`src/rtl/state_seq_pkg.sv`:
```
// rtl/state_seq_pkg.sv - shared mode encodings for the state sequencer
package state_seq_pkg;

   typedef logic [1:0] mode_t;

   localparam mode_t MODE_BIN     = 2'd0;
   localparam mode_t MODE_GRAY    = 2'd1;
   localparam mode_t MODE_ONEHOT  = 2'd2;
   localparam mode_t MODE_JOHNSON = 2'd3;

endpackage

```
`src/rtl/state_enc.sv`:
```
// rtl/state_enc.sv - combinational index-to-code mapping for all four modes
module state_enc
   import state_seq_pkg::*;
#(
   parameter int WIDTH = 4
) (
   input  mode_t            mode,
   input  logic [WIDTH-1:0] idx,
   output logic [WIDTH-1:0] code
);

   always_comb begin
      code = '0;
      case (mode)
         MODE_BIN:  code = idx;
         MODE_GRAY: code = idx ^ (idx >> 1);
         MODE_ONEHOT: begin
            for (int i = 0; i < WIDTH; i++) begin
               code[i] = (idx == WIDTH'(i));
            end
         end
         default: begin
            // Johnson: fill ones from the LSB, then drain them from the LSB
            for (int i = 0; i < WIDTH; i++) begin
               if (idx <= WIDTH'(WIDTH)) begin
                  code[i] = (WIDTH'(i) < idx);
               end else begin
                  code[i] = (WIDTH'(i) >= (idx - WIDTH'(WIDTH)));
               end
            end
         end
      endcase
   end

endmodule

```
`src/rtl/state_seq.sv`:
```
// rtl/state_seq.sv - index sequencer with selectable binary/Gray/one-hot/Johnson output
module state_seq
   import state_seq_pkg::*;
#(
   parameter int WIDTH = 4
) (
   input  logic             i_clk,
   input  logic             i_rst_n,
   input  logic             i_en,
   input  logic             i_dir,
   input  mode_t            i_mode,
   input  logic             i_load,
   input  logic [WIDTH-1:0] i_load_idx,
   output logic [WIDTH-1:0] o_state,
   output logic [WIDTH-1:0] o_idx,
   output logic             o_wrap,
   output logic             o_err
);

   mode_t            mode_q;
   mode_t            mode_d;
   logic [WIDTH-1:0] idx_max;
   logic [WIDTH-1:0] idx_d;
   logic [WIDTH-1:0] code_d;
   logic             wrap_d;
   logic             err_d;

   // Highest legal index (period - 1) for the active mode
   always_comb begin
      idx_max = '1;
      case (mode_q)
         MODE_BIN, MODE_GRAY: idx_max = '1;
         MODE_ONEHOT:         idx_max = WIDTH'(WIDTH - 1);
         default:             idx_max = WIDTH'(2 * WIDTH - 1);
      endcase
   end

   always_comb begin
      mode_d = mode_q;
      idx_d  = o_idx;
      wrap_d = 1'b0;
      err_d  = 1'b0;
      if (i_mode != mode_q) begin
         mode_d = i_mode;
         idx_d  = '0;
      end else if (i_load) begin
         if (i_load_idx <= idx_max) begin
            idx_d = i_load_idx;
         end else begin
            idx_d = idx_max;
            err_d = 1'b1;
         end
      end else if (i_en) begin
         if (i_dir) begin
            if (o_idx == idx_max) begin
               idx_d  = '0;
               wrap_d = 1'b1;
            end else begin
               idx_d = o_idx + WIDTH'(1);
            end
         end else begin
            if (o_idx == '0) begin
               idx_d  = idx_max;
               wrap_d = 1'b1;
            end else begin
               idx_d = o_idx - WIDTH'(1);
            end
         end
      end
   end

   // Encoding the next index keeps o_state aligned with o_idx on the same edge
   state_enc #(
      .WIDTH (WIDTH)
   ) u_enc (
      .mode (mode_d),
      .idx  (idx_d),
      .code (code_d)
   );

   always_ff @(posedge i_clk or negedge i_rst_n) begin
      if (!i_rst_n) begin
         mode_q  <= MODE_BIN;
         o_idx   <= '0;
         o_state <= '0;
         o_wrap  <= 1'b0;
         o_err   <= 1'b0;
      end else begin
         mode_q  <= mode_d;
         o_idx   <= idx_d;
         o_state <= code_d;
         o_wrap  <= wrap_d;
         o_err   <= err_d;
      end
   end

endmodule

```
`config.mk`:
```
export PLATFORM = sky130hd
export DESIGN_NAME = state_seq
export DESIGN_NICKNAME = d
export VERILOG_FILES = /design/src/rtl/state_seq_pkg.sv /design/src/rtl/state_enc.sv /design/src/rtl/state_seq.sv
export SDC_FILE = /design/constraint.sdc
export NUM_CORES = 1
export LEC_CHECK = 0
export ABC_CLOCK_PERIOD_IN_PS = 6900
export BUFFER_PORTS_ARGS = -buffer_cell sky130_fd_sc_hd__buf_4
export CAP_MARGIN = 20
export CORE_MARGIN = 3
export CORE_UTILIZATION = 61
export CTS_BUF_LIST = sky130_fd_sc_hd__clkbuf_8
export CTS_CLUSTER_SIZE = 10
export DETAILED_ROUTE_END_ITERATION = 6
export PLACE_DENSITY = 0.87
export SLEW_MARGIN = 40
export SYNTH_ARGS = -nofsm -noshare
export SYNTH_HDL_FRONTEND = slang
export SYNTH_SLANG_ARGS = --single-unit
```
`constraint.sdc`:
```
create_clock -name i_clk -period 6.9 [get_ports i_clk]
set_input_delay 0 -clock i_clk [delete_from_list [all_inputs] [get_ports i_clk]]
set_output_delay 0 -clock i_clk [all_outputs]
set_load 0.01 [all_outputs]
```
==> impl_metrics.tcl, run 1 <==
set metrics [dict create \
    drtIter0Drc 58 \
    place_area_um2 1210 \
    min_period_over_period_pct 48.0 \
    muxShareOfSynthArea_pct 1.85 \
    worst-r2r-cell-count 12 \
    syn_avg_cell_area_um2 8.78 \
    netlist_area_um2 1080 \
    synthAdderAreaFrac_pct 15.1 \
    multi_input_area_um2 709 \
    worst_slew_pin_slew_ns 0.621 \
    synth-xor-area-share_pct 2.43 \
    grt_max_degree 14 \
    stdcell_area_um2 1300 \
    slowest_delay_ns 0.48 \
    cts_made_buffers 3 \
    ctsHoldBuffers 4 \
    worstSetupStartpointType "flop" \
    coreArea_um2 1580 \
    synth_compound_area_share_pct 25.8 \
    firstDrtPassIters 4 \
    fin_nets 169 \
    swShare_pct 33.4 \
    drc_errors 0 \
    async_reset_ff_share_pct 100 \
    path_buf_inv 2 \
    fin_skew_ns 0.000935 \
    whs_ns 0.127 \
    io_pins 21 \
    finalCriticalPeriod_ns 3.31 \
    p_int_uw 150 \
    slowest_stage "nor4b_1" \
    p_leak_uw 0.000629 \
    synth_top_family_by_area "compound AO/OA/AOI/OAI gates" \
    ir_worst_vdd_mv 0.0996 \
    r2r_start "o_idx[0]" \
    min_path_type "input port to async pin" \
    fin_tns_setup_ns 0 \
    dieArea_um2 2310 \
    vias 1082 \
    root_buffer "clkbuf_8" \
    critPathMaxFanout 7 \
    critical_path_class "flop to flop" \
    final_common_cell "buf_4" \
    synth_edf_count 0 \
    avgViaCountPerCell 6.81 \
    reg2reg_setup_slack_ns 3.59 \
    final_cell_mix "buf_4, ha_1, dfrtp_1" \
    tritoncts "done" \
    path_clk_slew_ns 0.05 \
    final_max_slew_viol_count 0 \
    ant_nets 0 \
    postLayoutCoreUtil_pct 82.6 \
    synth_cell_types 45 \
    path_delay_family "compound AO/OA/AOI/OAI gates" \
    regArea_um2 300 \
    hold_violations 0 \
    finalSetupViolCount 0 \
    cp-end-kind "flop" \
    wl_per_cell_um 17.1 \
    track_usage_pct 26.8 \
    yosys-top-cells-area "dfrtp_1, ha_1, o21ai_0" \
    die_h_um 48.1 \
    fill_cells 105 \
    clock_sinks 12 \
    max_clock_freq_ghz 0.302 \
    clk_path_buf_depth 2 \
    critPathArrivalTime_ns 3.44 \
    yosys_warnings 0 \
    first_global_vias 976 \
    port_buffers 20 \
    power_frac_clock_pct 29.0 \
    rows 14 \
    start_util_pct 68.5 \
    crit_cells 12 \
    htreeDepth 1 \
    p_switching_uw 75.1 \
    relSlewSlack_pct 58.6 \
    combPwrFrac_pct 34.2 \
    synth_top_area_share_pct 27.8 \
    yosys.area.top_type "dfrtp_1" \
    n_antenna_cell 0 \
    final_layout_size_suffix_gt1_share_pct 20.3 \
    rr_endpoint "o_state[1]" \
    p_seq_share_pct 36.8 \
    ys_seq_area_share_pct 27.8 \
    grt_overflow 0 \
    run_status "finished, final reports clean" \
    synthToLayoutAreaGrowth_pct 20.6 \
    antenna_found_initial 0 \
    die_w_um 48.1 \
    synthSimpleGateAreaFrac_pct 19.8 \
    required_ns 7.03 \
    ys_ff_latch 12 \
    dp_hpwl_mm 1.97 \
    powerDensity_nw_per_um2 173 \
    gp_congestion 0.917 \
    cts_setup_buffers 0 \
    cp_cell_sequence "inv_1 -> ha_1 -> nor4b_1 -> nor3_1 -> a2111o_1 -> a21oi_2 -> inv_1 -> ha_1 -> nor2b_1 -> nor2_1 -> o211a_1 -> a311o_1" \
    clk_latency_ns 0.24 \
    synth-main-ff-cell "dfrtp_1" \
    grt_first_pass_wirelength_mm 4.30 \
    routed_wl_mm 2.72 \
    design_power_total_uw 225 \
    cts_resized 0 \
    drv_cap 0 \
    rsz0062_at_grt "no" \
    syn-num-nets 147 \
    synthCells 123 \
]
logic make-up after synthesis:
group	count (synthesis)
simple gates	38
flops	12
xor+xnor	3
buf+inv	18
compound gates	37
mux	2
fa+ha+maj	13
layer usage:
metal / track usage, % / routed length [um] / vias to the layer above
met2: 45.1 / 1300 / 74
met4: 11.3 / 44 / 0
met5: 0 / 0 / -
li1: - / - / 496
met1: 34.9 / 1160 / 503
met3: 2.26 / 208 / 9
worst reg2reg max path: stages, from the launching register on:
cell and delay [ns]:
dfrtp_1 0.45, inv_1 0.14, ha_1 0.18, nor4b_1 0.48, nor3_1 0.09, a2111o_1 0.42, a21oi_2 0.34, inv_1 0.14
ha_1 0.28, nor2b_1 0.19, nor2_1 0.08, o211a_1 0.14, a311o_1 0.27
worst max path at each step:
stage	slack, ns	to	start
6_report	3.59	o_state[1]	o_idx[0]
5_1_grt	3.27	o_state[2]	o_idx[0]
4_1_cts	3.67	o_state[1]	o_idx[0]
3_5_place_dp	3.74	o_state[1]	o_idx[0]
3_3_place_gp	3.73	o_state[1]	o_idx[0]
2_1_floorplan	4.06	o_state[1]	o_idx[0]
Yosys cell counts (2+ instances only):
| cell | instances |
|---|---|
| nor3b_1 | 2 |
| nand4_1 | 2 |
| o21ai_0 | 10 |
| inv_1 | 11 |
| nor2b_1 | 2 |
| xor2_1 | 3 |
| a2111oi_0 | 2 |
| nand3b_1 | 2 |
| and3_1 | 2 |
| nand3_1 | 2 |
| mux2i_1 | 2 |
| clkbuf_1 | 4 |
| ha_1 | 13 |
| and2_1 | 2 |
| dfrtp_1 | 12 |
| a21oi_1 | 7 |
| nor2_1 | 5 |
| nand2_1 | 10 |
| a32o_1 | 2 |
| nor4b_1 | 2 |
| buf_2 | 2 |
area by class of cell:
type                            instances  share of cell area (%)
Timing Repair Buffer                   24                    14.6
Inverter                               11                    3.17
Multi-Input combinational cell         93                    54.5
Tap cell                               16                    1.54
Sequential cell                        12                    23.1
Clock buffer                            3                    3.17
state kept, by name, indices dropped and copies added, names as in the netlist:
signal and count:
o_err 1, o_idx 4, mode_q 2, o_wrap 1, o_state 4
metrics by stage:
stage / setup slack [ns] / std cells
2_1_floorplan: 4.06 / 123
3_3_place_gp: 3.73 / 152
3_5_place_dp: 3.74 / 152
4_1_cts: 3.67 / 159
5_1_grt: 3.27 / 159
6_report: 3.59 / 159
power by group through the flow:
stage	registers [uW]	clock network [uW]	logic (uW)
finish	82.8	65.2	76.9
global route	83.3	68.0	85.1
global placement	83.3	0	70.9
detailed placement	83.7	0	72.9
CTS	82.6	64.8	75.3
floorplan	84.4	0	46.4
(Power assumes the default switching activity.)
==> run 2, diff against run 1 <==
ABC_CLOCK_PERIOD_IN_PS = 3100   (was 6900)
CORE_UTILIZATION = 57   (was 61)
PLACE_DENSITY = 0.82   (was 0.87)
clock period = 3.1 ns   (was 6.9 ns; I/O delays follow)
==> run 2 against run 1 <==
Compared with the run above: non-clock buffer count up 5; utilization down 5.2 points; via count down 4.7%; cell count up 9.4%; critical path depth down 2; combinational power up 130%; maximum frequency up 12%; count of clock-buffer cells in the layout up 1; power up 130%; first-iteration DRC count down 48%; sequential power up 120%.
==> impl_metrics.tcl, run 2 (same netlist as run 1, synthesis figures left out) <==
set metrics [dict create \
    finalSetupViolCount 0 \
    min_period_over_period_pct 95.7 \
    worst-r2r-cell-count 10 \
    start_util_pct 61.2 \
    fin_skew_ns 0.000447 \
    gp_congestion 0.907 \
    port_buffers 20 \
    critPathArrivalTime_ns 3.09 \
    rows 15 \
    wl_per_cell_um 14.5 \
    avgViaCountPerCell 5.93 \
    p_leak_uw 0.000664 \
    ant_nets 0 \
    critPathMaxFanout 7 \
    run_status "finished, final reports clean" \
    met1_usage_pct 28.2 \
    grt_overflow 0 \
    drtIter0Drc 30 \
    multi_input_area_um2 711 \
    max_clock_freq_ghz 0.337 \
    io_pins 21 \
    hold_violations 0 \
    fill_cells 136 \
    routed_wl_mm 2.52 \
    cts_made_buffers 3 \
    root_buffer "clkbuf_8" \
    rr_endpoint "o_state[1]" \
    clk_path_buf_depth 2 \
    powerDensity_nw_per_um2 387 \
    clock_sinks 12 \
    grt_first_pass_wirelength_mm 4.24 \
    design_power_total_uw 528 \
    die_w_um 49.5 \
    cp-end-kind "flop" \
    final_cell_mix "buf_4, ha_1, dfrtp_1" \
    final_max_slew_viol_count 0 \
    min_path_type "input port to async pin" \
    synthToLayoutAreaGrowth_pct 26.5 \
    firstDrtPassIters 4 \
    r2r_start "o_idx[0]" \
    drv_cap 0 \
    track_usage_pct 22.4 \
    htreeDepth 1 \
    coreArea_um2 1760 \
    n_antenna_cell 0 \
    startpoint "o_idx[0]" \
    relSlewSlack_pct 71.2 \
    clk_latency_ns 0.24 \
    grt_max_degree 14 \
    antenna_found_initial 0 \
    drc_errors 0 \
    met2_usage_pct 34.8 \
    dp_hpwl_mm 1.93 \
    cts_setup_buffers 0 \
    final_common_cell "buf_4" \
    layout_top_registers "o_idx: 4 flops, o_state: 4 flops, mode_q: 2 flops" \
    final_layout_size_suffix_gt1_share_pct 24.2 \
    critical_path_class "flop to flop" \
    reg2reg_setup_slack_ns 0.13 \
    die_h_um 49.5 \
    top_usage_layer "met2" \
    regArea_um2 300 \
    tritoncts "done" \
    finalCriticalPeriod_ns 2.97 \
    first_global_vias 966 \
    path_clk_slew_ns 0.05 \
    ir_worst_vdd_mv 0.264 \
    dieArea_um2 2450 \
    vias 1031 \
    required_ns 3.22 \
    grtUsageMet3_pct 4.83 \
    fin_nets 174 \
    worstSetupStartpointType "flop" \
    worst_slew_pin_slew_ns 0.425 \
    fin_tns_setup_ns 0 \
]
==> run 2: cell count changes in the layout (fill, tap and decap cells not counted) <==
cell,previous run,this run
buf_4,20,25
nor2b_1,2,1
nor4b_1,2,1
nor2b_2,0,1
clkbuf_8,3,4
o311ai_2,1,0
nor4b_2,0,1
o311ai_1,0,1
==> run 2: metrics by stage <==
stage	utilization (%)	hold slack [ns]	cell area, um^2	setup slack (ns)	instances
3_5_place_dp	71.6	-0.159	1260	0.176	166
5_1_grt	77.4	0.151	1370	-0.00477	174
3_3_place_gp	71.6	-0.160	1260	0.252	166
2_1_floorplan	-	-0.296	1080	0.262	123
4_1_cts	77.0	0.131	1360	0.159	174
6_report	77.4	0.132	1370	0.132	174
==> run 2: critical path: stages, from the launching register on <==
cell and delay, ns:
dfrtp_1 0.44, inv_1 0.10, ha_1 0.19, o21ba_1 0.16
o311a_1 0.28, nor4b_1 0.44, o221ai_2 0.23, buf_4 0.21
ha_1 0.22, a32o_1 0.24, a311o_1 0.35
==> run 2: final cells by class <==
type / instances / area share, %
Sequential cell: 12 / 22.0
Tap cell: 25 / 2.29
Timing Repair Buffer: 29 / 16.7
Clock buffer: 4 / 4.03
Multi-Input combinational cell: 93 / 52.0
Inverter: 11 / 3.02
==> run 2: power by group <==
part / leakage [uW] / internal [uW] / switching (uW)
Clock: 0.0000288 / 112 / 57.5
Sequential: 0.000157 / 170 / 12.0
Combinational: 0.000479 / 83.9 / 92.5
Total: 0.000664 / 366 / 162
==> run 2: worst max-delay path by stage <==
stage                      end  cells after the start  slack (ns)
floorplan           o_state[1]                     12        0.26
finish              o_state[1]                     10        0.13
global route        o_state[1]                     10      -0.005
CTS                 o_state[1]                     12        0.16
global placement    o_state[1]                     10        0.25
detailed placement  o_state[1]                     12        0.18
==> run 2: metal layers <==
metal | wire (um) | part of all wire, %
met2 | 1220 | 48
met1 | 1140 | 45
met5 | 0 | 0
met4 | 50 | 2.0
met3 | 116 | 4.6
==> run 2: what timing repair did <==
item                                    in CTS  in global routing
endpoints found under the setup margin       0                  3
hold endpoints to repair                    15                  0
hold buffers                                 4                  0
resized for setup                            0                  2
==> run 3, diff against run 2 <==
ABC_AREA = 1   (was not set)
CORE_UTILIZATION = 58   (was 57)
==> run 3 against run 2 <==
Compared with the run above: via count increased by 15%; setup slack improved by 0.30 ns; largest power group unchanged; cell count increased by 24%; maximum frequency increased by 11%.
==> impl_metrics.tcl, run 3 <==
set metrics [dict create \
    path_clk_slew_ns 0.05 \
    critPathMaxFanout 6 \
    cts_setup_buffers 0 \
    wl_met2_mm 1.36 \
    ys_ff_latch 12 \
    die_h_um 51.7 \
    netlist_area_um2 1210 \
    vias 1188 \
    syn-num-nets 191 \
    fin_nets 215 \
    hp-start "i_load" \
    clk_latency_ns 0.25 \
    synth-main-ff-cell "dfrtp_1" \
    coreArea_um2 1840 \
    synth.most_common_cell "nand2_1" \
    ys_seq_area_share_pct 24.7 \
    final_max_slew_viol_count 0 \
    ant_nets 0 \
    grt_max_degree 13 \
    rows 15 \
    stdcell_area_um2 1450 \
    first_global_vias 1133 \
    avgViaCountPerCell 5.53 \
    drv_cap 0 \
    max_clock_freq_ghz 0.375 \
    yosys_warnings 0 \
    drc_errors 0 \
    run_status "finished, final reports clean" \
    tritoncts "done" \
    firstDrtPassIters 5 \
    die_w_um 51.7 \
    place_area_um2 1370 \
    worst_slack_ns 0.432 \
    wl_met1_mm 1.26 \
    required_ns 3.28 \
    post-place-ws_ns 0.568 \
    startpoint "mode_q[1]" \
    synth_cell_types 35 \
    grt_overflow 0 \
    synth_top_area_share_pct 24.7 \
    start_util_pct 66.0 \
    routed_wl_mm 2.87 \
    antenna_found_initial 0 \
    dr.max_layer_used "met4" \
    yosys.area.top_type "dfrtp_1" \
    gp_congestion 0.957 \
    layout_top_registers "o_idx: 4 flops, o_state: 4 flops, mode_q: 2 flops" \
    final_layout_size_suffix_gt1_share_pct 24.7 \
    synthCells 167 \
    grt_first_pass_wirelength_mm 5.00 \
    wl_per_cell_um 13.4 \
    critPathArrivalTime_ns 2.85 \
    synth_edf_count 0 \
    dp_hpwl_mm 2.25 \
    yosys-top-cells-area "dfrtp_1, ha_1, nand2_1" \
    fin_skew_ns 0.00764 \
    min_period_over_period_pct 86.1 \
    ir_worst_vdd_mv 0.334 \
    syn_avg_cell_area_um2 7.27 \
    dr_wl_met3_um 210 \
    synthToLayoutAreaGrowth_pct 19.7 \
    cts_resized 0 \
    p_leak_uw 0.000791 \
    critical_path_class "flop to flop" \
    track_usage_pct 25.1 \
    worst_slew_pin_slew_ns 0.498 \
    r2r_start "mode_q[1]" \
    drtIter0Drc 45 \
    clock_sinks 12 \
    final_common_cell "nand2_1" \
    n_antenna_cell 0 \
    worstSetupStartpointType "flop" \
    final_cell_mix "nand2_1, inv_1, buf_4" \
    htreeDepth 1 \
    min_path_type "input port to flop" \
    cts_made_buffers 3 \
    finalSetupViolCount 0 \
    port_buffers 20 \
    root_buffer "clkbuf_8" \
    relSlewSlack_pct 65.9 \
    rsz0062_at_grt "no" \
    finalCriticalPeriod_ns 2.67 \
    dieArea_um2 2680 \
    clk_path_buf_depth 2 \
    hold_violations 0 \
    io_pins 21 \
    synth_commonest_cells "nand2_1, inv_1, ha_1, nor2_1, dfrtp_1" \
    fin_tns_setup_ns 0 \
    powerDensity_nw_per_um2 362 \
    cp-end-kind "flop" \
    async_reset_ff_share_pct 100 \
]
[run 3: cell types whose count changed after synthesis, sizes merged, moves of 4 or more]
cell and change:
inv +15, nand2 +37, nor2 +13, nand3 +12, o21ai -5, nand4 +4
[run 3: worst paths after layout]
path / endpoint / slack (ns) / depth (start not counted)
worst max-delay path: o_state[1] / 0.43 / 17
worst min-delay path: o_wrap / 0.02 / 2
worst max register to register: o_state[1] / 0.43 / 17
worst min register to register: o_err / 0.85 / 4
max in group asynchronous: o_state[1] / 2.82 / 2
min in group asynchronous: o_idx[2] / 0.12 / 2
[run 3: layout make-up]
class                   instances  area, um^2
multi-input cells             124         778
fillers                       141         387
flip-flops and latches         12         300
repair buffers                 24         188
inverters                      26         100
clock buffers                   4        55.1
well taps                      25        31.3
[run 3: what timing repair did]
item / CTS / global route
hold endpoints to repair: 14 / 0
setup endpoints to repair: 0 / 0
hold buffers: 3 / 0
[run 3: cell families (layout without fill, tap and decap cells)]
family / Yosys count / after routing / synth area share (%)
AO/OA/AOI/OAI: 21 / 21 / 11.8
flip-flops: 12 / 12 / 24.7
AND/OR/NAND/NOR: 88 / 88 / 37.5
XOR/XNOR: 2 / 2 / 1.44
buffers and inverters: 31 / 54 / 11.1
adder cells (fa/ha/maj): 13 / 13 / 13.4
[run 3: critical path: stages, from the launching register on]
cell	delay, ns
dfrtp_1	0.45
inv_2	0.10
nor2_4	0.12
ha_1	0.24
nand4_1	0.14
nand2_1	0.17
o21ai_0	0.21
a21oi_1	0.06
nor2_1	0.13
nand2_1	0.11
ha_1	0.33
nand2_1	0.05
nand3b_1	0.18
nand2_1	0.09
inv_1	0.04
nand2_1	0.06
nand3_1	0.06
nand2_1	0.06
[run 3: routing by layer]
metal | global-route usage (%) | vias to the layer above
li1 | - | 584
met1 | 32.1 | 542
met2 | 43.4 | 55
met3 | 4.30 | 7
met4 | 6.55 | 0
met5 | 0 | -
[run 3: stage by stage]
stage	utilization [%]	total power, uW	hold WS (ns)	instances
after global placement	74.4	348	-0.156	208
after floorplan	-	297	-0.296	167
after CTS	79.0	526	0.00603	215
after detailed placement	74.4	352	-0.155	208
after global routing	79.0	559	0.000679	215
final	79.0	526	0.0200	215
[run 3: power breakdown]
part	switching [uW]	internal, uW
sequential	12.3	169
combinational	103	71.7
clock	57.5	112
total	173	353
